`src/rtl/bool_chk_pkg.sv`:
```
// Shared types and helpers for the boolean response checker.
package bool_chk_pkg;

  localparam int IDX_W   = 3;
  localparam int NUM_VEC = 8;

  typedef enum logic [1:0] {
    IDLE   = 2'd0,
    STABLE = 2'd1,
    SAMPLE = 2'd2,
    DONE   = 2'd3
  } state_t;

  // Bit of a truth table addressed by an input-vector index.
  function automatic logic tt_bit(input logic [NUM_VEC-1:0] tbl,
                                  input logic [IDX_W-1:0]   idx);
    return tbl[idx];
  endfunction

endpackage

```
`src/rtl/stable_detect.sv`:
```
// Input register, vector-change detect and settle counter. Emits one
// sample_req pulse per stable period once the vector has held SETTLE cycles.
module stable_detect
  import bool_chk_pkg::*;
#(
  parameter int SETTLE = 4
) (
  input  logic             clk,
  input  logic             rst,
  input  logic             clr,
  input  logic             a,
  input  logic             b,
  input  logic             c,
  input  logic             e,
  output logic             sample_req,
  output logic [IDX_W-1:0] idx_q,
  output logic             e_q
);

  localparam int CNT_W = (SETTLE > 1) ? $clog2(SETTLE) : 1;
  localparam logic [CNT_W-1:0] CNT_LAST = CNT_W'(SETTLE - 1);

  logic [IDX_W-1:0] prev_q;
  logic [CNT_W-1:0] settle_cnt;
  logic             taken;
  logic             changed;

  assign changed    = (idx_q != prev_q);
  assign sample_req = !clr && !changed && !taken && (settle_cnt == CNT_LAST);

  // Register the observed interface once; keep the previous index for change detect.
  always_ff @(posedge clk) begin
    if (rst) begin
      idx_q  <= '0;
      e_q    <= 1'b0;
      prev_q <= '0;
    end else begin
      idx_q  <= {a, b, c};
      e_q    <= e;
      prev_q <= idx_q;
    end
  end

  // Count stable cycles; a change or a new run re-arms the one-shot sample.
  always_ff @(posedge clk) begin
    if (rst || clr || changed) begin
      settle_cnt <= '0;
      taken      <= 1'b0;
    end else begin
      if (settle_cnt != CNT_LAST)
        settle_cnt <= settle_cnt + 1'b1;
      if (sample_req)
        taken <= 1'b1;
    end
  end

endmodule

```
`config.mk`:
```
export PLATFORM = sky130hd
export DESIGN_NAME = stable_detect
export DESIGN_NICKNAME = d
export VERILOG_FILES = /design/src/rtl/bool_chk_pkg.sv /design/src/rtl/stable_detect.sv
export SDC_FILE = /design/constraint.sdc
export NUM_CORES = 1
export LEC_CHECK = 0
export ABC_CLOCK_PERIOD_IN_PS = 1710
export BUFFER_PORTS_ARGS = -buffer_cell sky130_fd_sc_hd__clkbuf_2
export CORE_AREA = 2 2 39 41
export DETAILED_ROUTE_END_ITERATION = 12
export DIE_AREA = 0 0 41 43
export MAX_ROUTING_LAYER = met4
export SKIP_CTS_REPAIR_TIMING = 1
export SLEW_MARGIN = 20
export SYNTH_ARGS = -nofsm -noshare
export SYNTH_HDL_FRONTEND = slang
export SYNTH_SLANG_ARGS = --single-unit
```
`constraint.sdc`:
```
create_clock -name clk -period 1.71 [get_ports clk]
set_input_delay 0 -clock clk [delete_from_list [all_inputs] [get_ports clk]]
set_output_delay 0 -clock clk [all_outputs]
set_load 0.02 [all_outputs]
```
**Word-level counts from Yosys, hierarchy flattened**

Index checks and enable logic that the tools add are counted.
W data, S select, Z words.

- Register bits: 10
- Input port bits: 7
- Output and inout port bits: 5

- Add/subtract/negate cells: 1
- Equal/unequal tests: 3
- Reduce and logical (&&, ||, !) cells: 8

Operator list:

| kind | number |
|---|---|
| $logic_and A1 B1 Y1 | 3 |
| $logic_not A1 Y1 | 3 |
| $ne A3 B3 Y1 | 1 |
| $add A2 B1 Y2 const B | 1 |
| $eq A2 B2 Y1 const B | 1 |
| $logic_or A1 B1 Y1 | 2 |
| $ne A2 B2 Y1 const B | 1 |

**Depth between registers and ports, before layout**

Gate-level depths: netlist (run 1).

- Word-level depth: 5
- Gate-level depth with buffers: 3
- Depth with buffers taken out: 3

**Worst setup path after synthesis (run 1)**

OpenSTA, ideal clock, no wires.

- Kind: flip-flop to output port
- Start point: register idx_q[0]
- End point: output port sample_req
- Arrival: 1,061 ps
- Slack: 649 ps
- Stages on the path, launching flop included: 4
- Buffers on the path: 0
- Cells stage by stage: dfxtp_1 -> xor2_1 -> nor4b_1 -> and3_1

- Cells in the longest elaborated chain, start to end: 5

RTL lines:

| item | RTL line | text |
|---|---|---|
| start: declaration | stable_detect.sv:16 | `output logic [IDX_W-1:0] idx_q,` |
| start signal: assignment | stable_detect.sv:38 | `idx_q <= {a, b, c};` |
| $ne A3 B3 Y1 | stable_detect.sv:28 | `assign changed = (idx_q != prev_q);` |
| $logic_not A1 Y1 | stable_detect.sv:29 | `assign sample_req = !clr && !changed && !taken && (settle_cnt == CNT_LAST);` |
| $logic_and A1 B1 Y1 (3 in series) | stable_detect.sv:29 |  |
| end: declaration | stable_detect.sv:15 | `output logic sample_req,` |

No other way between the ends.

**Final worst setup path (run 1)**

- Start point: register settle_cnt[0]
- End point: output port sample_req

- Cells in the longest elaborated chain, start to end: 2

RTL lines:

| item | RTL line | text |
|---|---|---|
| start: declaration | stable_detect.sv:24 | `logic [CNT_W-1:0] settle_cnt;` |
| start signal: assignment | stable_detect.sv:51 | `settle_cnt <= settle_cnt + 1'b1;` |
| $eq A2 B2 Y1 | stable_detect.sv:29 |  |
| $logic_and A1 B1 Y1 | stable_detect.sv:29 |  |

No other way between the ends.

==> flow_summary.ini, run 1 <==
[outcome]
status = finished clean

[clock_network]
cts.sinks = 10
path_clk_slew_ns = 0.06
cts_tree = yes
clockRootBuffer = clkbuf_4
cts_inserted_buffers = 3
htree_levels = 1
clockBufferDepth = 2
clk_latency_ns = 0.25

[layout]
final_util = 0.387
multiInputGateArea_sq_um = 198
antenna_cells = 0
layout-drive-gt1-share = 0.490
syn_to_final_growth_pct = 34.6
seq_area_sq_um = 200
fin_nets = 59
num-fill-cells = 145

[sta]
whs_ns = 0.109
fmax_ghz = 0.713
rsz0062_at_grt = false
min_period_ns = 1.40
fin_skew_ns = 0.00245
tns_ns = 0
finalCritPeriodShare = 0.820
slew_headroom = 0.844
setup_viol = 0
worst_pin_slew_ns = 0.232
hold_violations = 0
drv_slew = 0

[die]
initial_core_util = 0.288
die_h_um = 43
core-area_sq_um = 1380
num_rows = 14
dieArea_sq_um = 1760
ios = 12
fp.dieW_um = 41

[synthesis]
synth_top_area_frac = 0.503
ys_warn_count = 0
synthTopCellsByCount = 10 x dfxtp_1, 7 x and2b_2, 4 x nor2_1
yosys_most_used_dff = dfxtp_1
syn_nets = 39
ys_ff_latch = 10
synth_area_leaders = dfxtp_1 50%, and2b_2 15%, xnor2_2 8.2%
ys_async_sr_fraction = 0
synth.most_common_cell = dfxtp_1
synth_cell_types = 11
yosysTopAreaCell = dfxtp_1
synth-edff-count = 0
syn_area_sq_um = 398
syn_inst = 31
ys_seq_area_frac = 0.503
syn_area_per_cell_sq_um = 12.8

[critical_path]
critical-path-top-delay-family = simple AND/OR/NAND/NOR gates
crit_path_start_kind = flop
critPathRequiredTime_ns = 1.71
cp_slowest_cell = dfxtp_1
path_class = flop to output port
cp.arrival_ns = 1.40
worst-path-buf-inv = 1
cp_max_fo = 4
end_kind = output port
crit_chain = ha_1, nor4b_1, and3_1, clkbuf_2
cp_slowest_stage_delay_ns = 0.34

[power_and_ir_drop]
p_per_area_nw_per_um2 = 844
net-switching-power_mw = 0.0960
vdd.ir_drop.worst_mv = 0.417
p_int_mw = 0.356
p_seq_frac = 0.552
power.share.clock = 0.327
power_leakage_nw = 0.252
switching_share = 0.213
comb_power_share = 0.121

[drt]
drt_iter0_markers = 0
ant_nets = 0
route.detailed.drc = 0
dr.pass1.iters = 1
wl_per_cell_um = 8.46
routed_via_density = 4.09
vias = 266
wl_um = 550

[global_routing]
grt_max_degree = 9
gr-total-overflow = 0
grt_pass1_wl_um = 952
grt_pass1_vias = 224
antenna_found_initial = 0
groute.usage.overall = 0.0870

[placed_design]
io_buffers = 11
place.gp.congestion = 0.602

[flow_run]
drv_cap = 0

[min_path]
hp-class = primary input to flop
## state kept, by name (all words and copies together) (netlist names)
signal	flops
idx_q	3
e_q	1
settle_cnt	2
prev_q	3
taken	1
## layout make-up
class,count,share of cell area
Timing Repair Buffer,15,0.178
Clock buffer,3,0.0421
Multi-Input combinational cell,21,0.369
Tap cell,16,0.0374
Sequential cell,10,0.374
## per-stage QoR
stage | setup slack, ns | std cells | total power [mW] | instance area, sq um
floorplan | 0.649 | 31 | 0.286 | 398
detailed placement | 0.569 | 58 | 0.303 | 473
global placement | 0.589 | 58 | 0.302 | 473
global route | 0.175 | 65 | 0.486 | 536
CTS | 0.282 | 61 | 0.455 | 495
finish | 0.308 | 65 | 0.452 | 536
## cell usage in the layout, fill, tap and decap left out, drive strengths merged
cell          n
mux2i         1
or2           1
nand4bb       1
clkbuf       14
nor2          4
and2b         7
and3          1
nor4b         1
xor2          2
dlygate4sd3   4
xnor2         2
ha            1
dfxtp        10
## layer usage
layer,part of all wire,vias up,track usage
met4,0,0,0.0800
met1,0.46,118,0.111
met2,0.47,8,0.100
met3,0.075,0,0.0314
li1,-,140,-
met5,0,-,-
## path summary, 6_finish.rpt
| path | end | start | slack, ns | cells after the start |
|---|---|---|---|---|
| max | sample_req | settle_cnt[0]$_SDFFE_PP0N_ | 0.31 | 4 |
| min | prev_q[1]$_SDFF_PP0_ | rst | 0.11 | 2 |
| max reg2reg | settle_cnt[1]$_SDFFE_PP0N_ | settle_cnt[0]$_SDFFE_PP0N_ | 0.73 | 3 |
| min reg2reg | taken$_SDFFE_PP0P_ | taken$_SDFFE_PP0P_ | 0.47 | 2 |
## logic make-up after synthesis
group | synth area share
and+or+nand+nor | 0.314
DFF | 0.503
xor gates and xnor gates | 0.126
muxes | 0.0252
adders and majority gates | 0.0314
## power groups by stage
stage	Clock (mW)	Combinational (mW)	Sequential (mW)
floorplan	0	0.0263	0.260
detailed placement	0	0.0484	0.255
CTS	0.157	0.0487	0.249
global route	0.176	0.0596	0.250
global placement	0	0.0475	0.254
finish	0.148	0.0548	0.249
(Power assumes the default switching activity.)
==> inputs of run 2 (changes only) <==
--- a/config.mk
+++ b/config.mk
@@ -5,7 +5,7 @@
 export SDC_FILE = /design/constraint.sdc
 export NUM_CORES = 1
 export LEC_CHECK = 0
-export ABC_CLOCK_PERIOD_IN_PS = 1710
+export ABC_CLOCK_PERIOD_IN_PS = 1400
 export BUFFER_PORTS_ARGS = -buffer_cell sky130_fd_sc_hd__clkbuf_2
 export CORE_AREA = 2 2 39 41
 export DETAILED_ROUTE_END_ITERATION = 12
==> constraint.sdc (replaced) <==
create_clock -name clk -period 1.4 [get_ports clk]
set_input_delay 0 -clock clk [delete_from_list [all_inputs] [get_ports clk]]
set_output_delay 0 -clock clk [all_outputs]
set_load 0.02 [all_outputs]
==> flow_summary.ini, run 2 (synthesized netlist as in run 1, its figures left out) <==
[outcome]
status = finished clean

[critical_path]
critPathRequiredTime_ns = 1.40
end_kind = output port
path_class = flop to output port
ff2ff_path_depth = 3
crit_path_start_kind = flop
cp.arrival_ns = 1.32
cp_max_fo = 3

[global_routing]
gr-total-overflow = 0
grt_pass1_vias = 273
antenna_found_initial = 0
grt_pass1_wl_um = 1060
grt_max_degree = 9
groute.usage.overall = 0.0974

[layout]
fin_nets = 59
num-fill-cells = 139
mostFrequentLayoutCells = 10 x clkbuf_2, 8 x dfxtp_1, 7 x and2b_2
final_common_cell = clkbuf_2
antenna_cells = 0
layout-drive-gt1-share = 0.580
final_area_sq_um = 571
syn_to_final_growth_pct = 43.4
top_regs = idx_q: 3 flops, prev_q: 3 flops, settle_cnt: 2 flops

[die]
initial_core_util = 0.288
die_h_um = 43
ios = 12
core-area_sq_um = 1380
dieArea_sq_um = 1760
num_rows = 14
fp.dieW_um = 41

[clock_network]
cts.sinks = 10
path_clk_slew_ns = 0.07
clockRootBuffer = clkbuf_4
clk_latency_ns = 0.27
cts_inserted_buffers = 3
cts_tree = yes
htree_levels = 1
clockBufferDepth = 2

[placed_design]
io_buffers = 11
placed_cell_area_sq_um = 473
place.gp.congestion = 0.580

[sta]
slew_headroom = 0.829
drv_slew = 0
finalCritPeriodShare = 0.946
setup_viol = 0
tns_ns = 0
fin_skew_ns = 0.00310
min_period_ns = 1.32
hold_violations = 0
fmax_ghz = 0.755
worst_pin_slew_ns = 0.255

[drt]
dr.pass1.iters = 1
wl_met3_um = 29
wl_per_cell_um = 10.0
wl_um = 662
ant_nets = 0
top_layer_used = met3
route.detailed.drc = 0
met1_length_um = 310
wl_met2_um = 321
routed_via_density = 3.95
drt_iter0_markers = 0
vias = 261

[flow_run]
drv_cap = 0

[power_and_ir_drop]
power_leakage_nw = 0.259
vdd.ir_drop.worst_mv = 0.555
power.total_mw = 0.637
p_per_area_nw_per_um2 = 1120

[min_path]
hp-class = primary input to flop
min_path_cells = 2
[run 2: cell count changes in the layout (fill, tap and decap cells not counted), sizes merged]
cell / before / now
buf: 0 / 1
[run 2: metal layers]
metal / vias to the layer above / global-route usage
li1: 138 / -
met1: 115 / 0.105
met2: 8 / 0.128
met3: 0 / 0.0471
met4: 0 / 0.0800
met5: - / -
[run 2: area by class of cell]
type | instances | area [sq um] | area share
multi-input cells | 21 | 216 | 0.379
flip-flops and latches | 10 | 203 | 0.355
clock buffers | 4 | 36.3 | 0.0636
well taps | 16 | 20.0 | 0.0351
repair buffers | 15 | 95.1 | 0.167
[run 2: where the power goes]
group          internal (mW)  total [mW]  switching (mW)
clock                  0.158       0.263           0.105
combinational         0.0407      0.0689          0.0282
sequential             0.296       0.305         0.00889
[run 2: worst paths after layout]
check	endpoint	from	slack (ns)
setup / recovery	sample_req	idx_q[0]$_SDFF_PP0_	0.08
setup reg to reg	settle_cnt[0]$_SDFFE_PP0N_	idx_q[0]$_SDFF_PP0_	0.42
hold reg to reg	prev_q[0]$_SDFF_PP0_	idx_q[0]$_SDFF_PP0_	0.52
hold / removal	prev_q[1]$_SDFF_PP0_	rst	0.1
[run 2: through the flow]
step / util / hold WS, ns / std cells / setup slack (ns)
after floorplan: - / 0.142 / 31 / 0.339
after global placement: 0.342 / 0.221 / 58 / 0.281
after detailed placement: 0.342 / 0.225 / 58 / 0.246
after CTS: 0.368 / -0.0586 / 62 / -0.0564
after global routing: 0.412 / 0.106 / 66 / -0.0853
final: 0.412 / 0.0964 / 66 / 0.0755
[run 2: critical path, cell delays in order, from the launching register on]
cell	delay, ns
dfxtp_1	0.33
xor2_1	0.17
nor4b_2	0.23
and3_1	0.18
buf_2	0.15
